### src/rtl/counter_pkg.sv
// Shared encodings for the programmable counter: the counting-mode selector
// and the one-shot state machine states.
package counter_pkg;

  // Counting behaviour selected by mode_i; the reserved code acts as WRAP.
  typedef enum logic [1:0] {
    MODE_WRAP    = 2'd0,
    MODE_SAT     = 2'd1,
    MODE_ONESHOT = 2'd2,
    MODE_RSVD    = 2'd3
  } mode_e;

  // One-shot sequencing: wait for the first enable, count, then park in DONE.
  typedef enum logic [1:0] {
    ST_IDLE = 2'd0,
    ST_RUN  = 2'd1,
    ST_DONE = 2'd2
  } state_e;

endpackage

### src/rtl/counter_prog.sv
// Programmable up/down counter with wrap, saturate and one-shot modes over
// the range 0..max_i. All outputs are registered; one combinational block
// computes the next state and one registered block holds it.
module counter_prog
  import counter_pkg::*;
#(
  parameter int DW = 16
) (
  input  logic          clk,
  input  logic          rst,
  input  logic          clr_i,
  input  logic          load_i,
  input  logic [DW-1:0] load_val_i,
  input  logic          en_i,
  input  logic          dir_i,
  input  logic [1:0]    mode_i,
  input  logic [DW-1:0] max_i,
  output logic [DW-1:0] count_o,
  output logic          tc_o,
  output logic          sat_o,
  output logic          done_o
);

  logic [DW-1:0] count_q, count_d;
  logic          tc_q, tc_d;
  logic          sat_q, sat_d;
  logic          satDir_q, satDir_d;
  state_e        state_q, state_d;

  logic [DW-1:0] stepVal;
  logic [DW-1:0] clampVal;
  logic [DW-1:0] loadClamp;
  logic          atTerm;
  logic          reachLimit;
  mode_e         modeSel;

  assign modeSel = mode_e'(mode_i);

  // Helper values: the plain step result, the limit-clamped current and load
  // values, whether this step starts at a terminal point, and whether a
  // non-terminal step lands exactly on the limit in its direction.
  always_comb begin
    stepVal    = dir_i ? (count_q - DW'(1)) : (count_q + DW'(1));
    clampVal   = (count_q > max_i) ? max_i : count_q;
    loadClamp  = (load_val_i > max_i) ? max_i : load_val_i;
    atTerm     = dir_i ? (count_q == '0) : (count_q >= max_i);
    reachLimit = dir_i ? (stepVal == '0) : (stepVal == max_i);
  end

  // Next-state logic with priority clr > load > enabled step > hold. The FSM
  // only lives in ONESHOT and the saturation flag only in SAT, so leaving
  // either mode drops them straight away. satDir remembers which limit the
  // saturation was reached at, so a reversal can be recognised even when
  // max_i is zero and both directions are terminal.
  always_comb begin
    count_d  = count_q;
    tc_d     = 1'b0;
    sat_d    = sat_q;
    satDir_d = satDir_q;
    state_d  = state_q;

    if (modeSel != MODE_ONESHOT) state_d = ST_IDLE;
    if (modeSel != MODE_SAT)     sat_d   = 1'b0;

    if (clr_i) begin
      count_d = '0;
      sat_d   = 1'b0;
      state_d = ST_IDLE;
    end else if (load_i) begin
      count_d = loadClamp;
      sat_d   = 1'b0;
      state_d = ST_IDLE;
    end else if (en_i) begin
      case (modeSel)
        MODE_SAT: begin
          if (atTerm) begin
            count_d = clampVal;
            if (sat_q && (dir_i != satDir_q)) begin
              sat_d = 1'b0;
            end else begin
              sat_d    = 1'b1;
              tc_d     = ~sat_q;
              satDir_d = dir_i;
            end
          end else begin
            count_d  = stepVal;
            sat_d    = reachLimit;
            tc_d     = reachLimit;
            satDir_d = dir_i;
          end
        end
        MODE_ONESHOT: begin
          if (state_q != ST_DONE) begin
            if (atTerm) begin
              count_d = clampVal;
              tc_d    = 1'b1;
              state_d = ST_DONE;
            end else begin
              count_d = stepVal;
              state_d = ST_RUN;
            end
          end
        end
        default: begin
          if (atTerm) begin
            count_d = dir_i ? max_i : '0;
            tc_d    = 1'b1;
          end else begin
            count_d = stepVal;
          end
        end
      endcase
    end
  end

  // State register with synchronous reset that abandons any run or DONE.
  always_ff @(posedge clk) begin
    if (rst) begin
      count_q  <= '0;
      tc_q     <= 1'b0;
      sat_q    <= 1'b0;
      satDir_q <= 1'b0;
      state_q  <= ST_IDLE;
    end else begin
      count_q  <= count_d;
      tc_q     <= tc_d;
      sat_q    <= sat_d;
      satDir_q <= satDir_d;
      state_q  <= state_d;
    end
  end

  assign count_o = count_q;
  assign tc_o    = tc_q;
  assign sat_o   = sat_q;
  assign done_o  = (state_q == ST_DONE);

endmodule

### config.mk
export PLATFORM = sky130hd
export DESIGN_NAME = counter_prog
export DESIGN_NICKNAME = d
export VERILOG_FILES = /design/src/rtl/counter_pkg.sv /design/src/rtl/counter_prog.sv
export SDC_FILE = /design/constraint.sdc
export NUM_CORES = 1
export LEC_CHECK = 0
export BUFFER_PORTS_ARGS = -buffer_cell sky130_fd_sc_hd__buf_4
export CAP_MARGIN = 40
export CORE_MARGIN = 2
export CORE_UTILIZATION = 27
export CTS_CLUSTER_SIZE = 8
export DETAILED_ROUTE_END_ITERATION = 8
export HOLD_SLACK_MARGIN = 0.08
export PLACE_DENSITY = 0.46
export SETUP_SLACK_MARGIN = 0.15
export SYNTH_ARGS = -nofsm -noshare
export SYNTH_HDL_FRONTEND = slang
export SYNTH_SLANG_ARGS = --single-unit
### constraint.sdc
create_clock -name clk -period 5.3 [get_ports clk]
set_clock_uncertainty 0.15 [all_clocks]
set_input_delay 0.265 -clock clk [delete_from_list [all_inputs] [get_ports clk]]
set_output_delay 0.265 -clock clk [all_outputs]
set_load 0.02 [all_outputs]
==> qor.txt <==
=================================================================================
Post-DR wirelength/cell                                                   18.8 µm
First-pass GRT wire length                                                19.4 mm
Longest Clk Path Bufs                                                           2
GR Overflow Total                                                               0
Signal arrival time at the worst endpoint                                 3.50 ns
Fmax                                                                      284 MHz
Total clock buffers created by CTS                                              3
Number of clock sinks                                                          21
Final RePlAce weighted congestion                                           0.878
Leakage                                                                   1.82 nW
Effective utilization at floorplan                                          0.279
Start point of the worst min-delay path                                      en_i
Largest net degree at the start of global routing                              26
Fraction of synthesis flops using an asynchronous set or reset pin              0
Pre-antenna DRT Iters                                                           4
Vert. Die Dim                                                              116 µm
Setup total negative slack                                                   0 ns
Power per standard cell area                                           196 nW/µm²
Clock latency on the worst-skew pair                                      0.26 ns
Fin nets                                                                      568
Number of routed nets with antenna violations                                   0
Num ports                                                                      59
Final critical path time including I/O delays and setup                   3.53 ns
Count of vias placed by the detailed router                                  3474
Number of DRC markers in iteration 0                                          162
Worst min-delay path class                                           input pin to flip-flop
Post-synthesis area per instance                                         7.79 µm²
CTS root buffer                                                      sky130_fd_sc_hd__clkbuf_16
Count of standard-cell rows                                                    40
Max-cap viol count                                                              0
Worst Setup SP                                                         count_o[9]
DP Wirelength                                                             9.69 mm
Total Wirelength                                                          12.1 mm
RR Startpoint                                                          count_o[9]
Cell chain of the critical path                                      ha_1 -> nand4_1 -> nor2_1 -> o221ai_1 -> a31oi_1 -> a211o_1 -> nand2b_1 -> a311oi_1 -> a2111oi_0
Cell count after synthesis                                                    432
Cell with the biggest individual delay on the critical path          sky130_fd_sc_hd__a211o_1
Post_cts resized                                                                0
Nets in the synthesized netlist                                               522
Cell area after synthesis                                                3360 µm²
Synth Warn #                                                                    0
Startpoint-to-endpoint class of the critical path                    flip-flop to flip-flop
Final Slew Violations                                                           0
Layout-stage area growth over the synthesis result                          19.8%
Headroom to the max-slew limit                                              0.532
Kind of end point of the critical path                                  flip-flop
Floorplan Core Area                                                     12100 µm²
Crit path launch type                                                   flip-flop
Period utilization                                                          0.665
Post-DR vias/cell                                                            5.39
Sequential element share of the synthesized area                            0.125
Number of input and output port buffers inserted                               58
Hold Vio Cnt, Final                                                             0
Total routing resource utilization after global routing                     0.188
Maximum vdd ir drop                                                     0.0977 mV
Worst Path Buf+Inv                                                              0
Pwr Total                                                                0.789 mW
CP max stage delay                                                        0.60 ns
Number of fillers in the final layout                                        1289
Initial antenna violation count                                                 0
Reg clk slew, reported paths                                              0.06 ns
TritonCTS clock tree                                                          yes
Run status                                                           finished, final reports clean
Die area                                                                13400 µm²
Worst hold slack                                                         0.101 ns
CTS H-Tree Depth                                                                1
Kind of cell adding the most delay to the critical path              compound AO/OA/AOI/OAI gates
Setup repair after global routing missed its margin                            no
Proportion of layout cells with a drive suffix above 1                      0.168
Number of global-route vias before repair                                    3467
Post-synth EDFFs                                                                0
Worst Max-Slew Pin Slew                                                  0.699 ns
Synth cell types                                                               56
Flops & latches, synth                                                         21
Die boundary width                                                         116 µm
Dominant register cell in the synthesized netlist                    sky130_fd_sc_hd__dfxtp_1
# setup viols final                                                             0
Total DRC errors in the routed layout                                           0
Antenna cells                                                                   0
Maximum fanout encountered on the critical timing path                         18
Area of the multi-input gates                                            2750 µm²
Sequential cell area                                                      420 µm²
Crit path required time                                                   5.28 ns
=================================================================================
[through the flow]
stage                     area, µm²  worst slack [ns]   util  cells
after floorplan                3360              2.28      -    432
after global placement         3940              1.81  0.326    640
after detailed placement       3940              1.76  0.326    640
after CTS                      4030              1.75  0.334    645
after global routing           4030              1.40  0.334    645
final                          4030              1.77  0.334    645
[registers in the layout (all words and copies together) (netlist names)]
| register | flops |
|---|---|
| count_o | 16 |
| state_q | 2 |
| sat_o | 1 |
| tc_o | 1 |
| satDir_q | 1 |
[layer usage]
metal | up-vias | share of wire | global-route usage
li1 | 1727 | - | -
met2 | 87 | 0.44 | 0.302
met3 | 9 | 0.043 | 0.0146
met4 | 0 | 0.011 | 0.0325
met1 | 1651 | 0.50 | 0.277
met5 | - | 0 | 0
[cell usage after synthesis (3+ instances only)]
library cell | count | area, µm²
sky130_fd_sc_hd__and3_1 | 11 | 68.8
sky130_fd_sc_hd__o21a_1 | 5 | 37.5
sky130_fd_sc_hd__xnor3_1 | 4 | 90.1
sky130_fd_sc_hd__o22ai_1 | 7 | 43.8
sky130_fd_sc_hd__nor2_1 | 44 | 165
sky130_fd_sc_hd__nor3_1 | 10 | 50.1
sky130_fd_sc_hd__clkbuf_1 | 16 | 60.1
sky130_fd_sc_hd__a31oi_1 | 3 | 18.8
sky130_fd_sc_hd__nand2b_1 | 3 | 18.8
sky130_fd_sc_hd__o21ai_0 | 13 | 65.1
sky130_fd_sc_hd__xor2_1 | 3 | 26.3
sky130_fd_sc_hd__ha_1 | 49 | 613
sky130_fd_sc_hd__nand2_1 | 31 | 116
sky130_fd_sc_hd__nor4_1 | 7 | 43.8
sky130_fd_sc_hd__or3_1 | 3 | 18.8
sky130_fd_sc_hd__mux2i_1 | 18 | 180
sky130_fd_sc_hd__a21o_1 | 13 | 97.6
sky130_fd_sc_hd__dfxtp_1 | 21 | 420
sky130_fd_sc_hd__a211oi_1 | 16 | 120
sky130_fd_sc_hd__o21ai_1 | 3 | 15.0
sky130_fd_sc_hd__inv_1 | 29 | 109
sky130_fd_sc_hd__nor2b_1 | 3 | 18.8
sky130_fd_sc_hd__a311oi_1 | 8 | 70.1
sky130_fd_sc_hd__a21oi_1 | 20 | 100
sky130_fd_sc_hd__a2111oi_0 | 12 | 105
sky130_fd_sc_hd__o211ai_1 | 5 | 37.5
sky130_fd_sc_hd__buf_2 | 3 | 15.0
sky130_fd_sc_hd__nand4_1 | 9 | 56.3
sky130_fd_sc_hd__xnor2_1 | 22 | 193
sky130_fd_sc_hd__nand3_1 | 7 | 35.0
sky130_fd_sc_hd__or2_2 | 5 | 31.3
[cell usage in the layout (no fill, tap or decap), types with 2 or more instances in the layout]
cell type	n
sky130_fd_sc_hd__a2111oi_0	12
sky130_fd_sc_hd__and4_1	2
sky130_fd_sc_hd__a21oi_1	20
sky130_fd_sc_hd__xnor3_1	4
sky130_fd_sc_hd__dfxtp_1	21
sky130_fd_sc_hd__o221ai_1	2
sky130_fd_sc_hd__a211oi_1	16
sky130_fd_sc_hd__buf_4	60
sky130_fd_sc_hd__xnor2_1	22
sky130_fd_sc_hd__o21ai_1	3
sky130_fd_sc_hd__inv_1	29
sky130_fd_sc_hd__o21a_1	5
sky130_fd_sc_hd__nand2b_1	3
sky130_fd_sc_hd__o211ai_1	5
sky130_fd_sc_hd__nand2_1	31
sky130_fd_sc_hd__and3_1	11
sky130_fd_sc_hd__or3_1	3
sky130_fd_sc_hd__nor4_1	7
sky130_fd_sc_hd__nor3_1	10
sky130_fd_sc_hd__a211oi_4	2
sky130_fd_sc_hd__a31oi_1	3
sky130_fd_sc_hd__a221oi_1	2
sky130_fd_sc_hd__nor2b_1	3
sky130_fd_sc_hd__a21o_1	13
sky130_fd_sc_hd__or2_2	5
sky130_fd_sc_hd__a311oi_1	8
sky130_fd_sc_hd__o22ai_1	7
sky130_fd_sc_hd__nand4_1	9
sky130_fd_sc_hd__ha_1	49
sky130_fd_sc_hd__o21ai_0	13
sky130_fd_sc_hd__mux2i_1	18
sky130_fd_sc_hd__nand3_1	7
sky130_fd_sc_hd__xor2_1	3
sky130_fd_sc_hd__clkbuf_16	3
sky130_fd_sc_hd__nor2_1	44
[logic make-up (layout without fill, tap and decap cells)]
logic type,Yosys count,after routing,synth area share
buffers and inverters,49,94,0.0580
adder cells (fa/ha/maj),50,50,0.188
flip-flops,21,21,0.125
AND/OR/NAND/NOR,138,138,0.198
XOR/XNOR,29,29,0.0919
AO/OA/AOI/OAI,127,127,0.285
multiplexers,18,18,0.0536
[where the power goes]
part | total (mW) | internal, mW | switching (mW)
logic | 0.432 | 0.184 | 0.248
clock network | 0.168 | 0.102 | 0.0663
registers | 0.189 | 0.168 | 0.0213
total | 0.789 | 0.453 | 0.335
[worst paths after layout]
kind | to | slack, ns | cells after the start
setup / recovery | count_o[9] | 1.77 | 9
hold / removal | state_q[0] | 0.10 | 2
setup reg to reg | count_o[9] | 1.77 | 9
hold reg to reg | state_q[1] | 0.32 | 2
[repair_timing]
| item | 4_1_cts | 5_1_grt |
|---|---|---|
| hold buffers | 1 | 0 |
| buffers inserted | 0 | 0 |
| endpoints found under the hold margin | 1 | 0 |
[layout make-up]
type / count / share of cell area
Sequential cell: 21 / 0.104
Tap cell: 168 / 0.0522
Clock inverter: 1 / 0.00124
Multi-Input combinational cell: 362 / 0.682
Inverter: 29 / 0.0270
Timing Repair Buffer: 61 / 0.114
Clock buffer: 3 / 0.0186
[worst reg2reg max path: cells and delay by family, from the launching register on]
| kind | cells | cell delay, ns |
|---|---|---|
| AOI/OAI and AO/OA | 5 | 1.58 |
| adders and majority gates | 1 | 0.35 |
| DFF | 1 | 0.41 |
| and+or+nand+nor | 3 | 0.90 |
(Power assumes the default switching activity.)
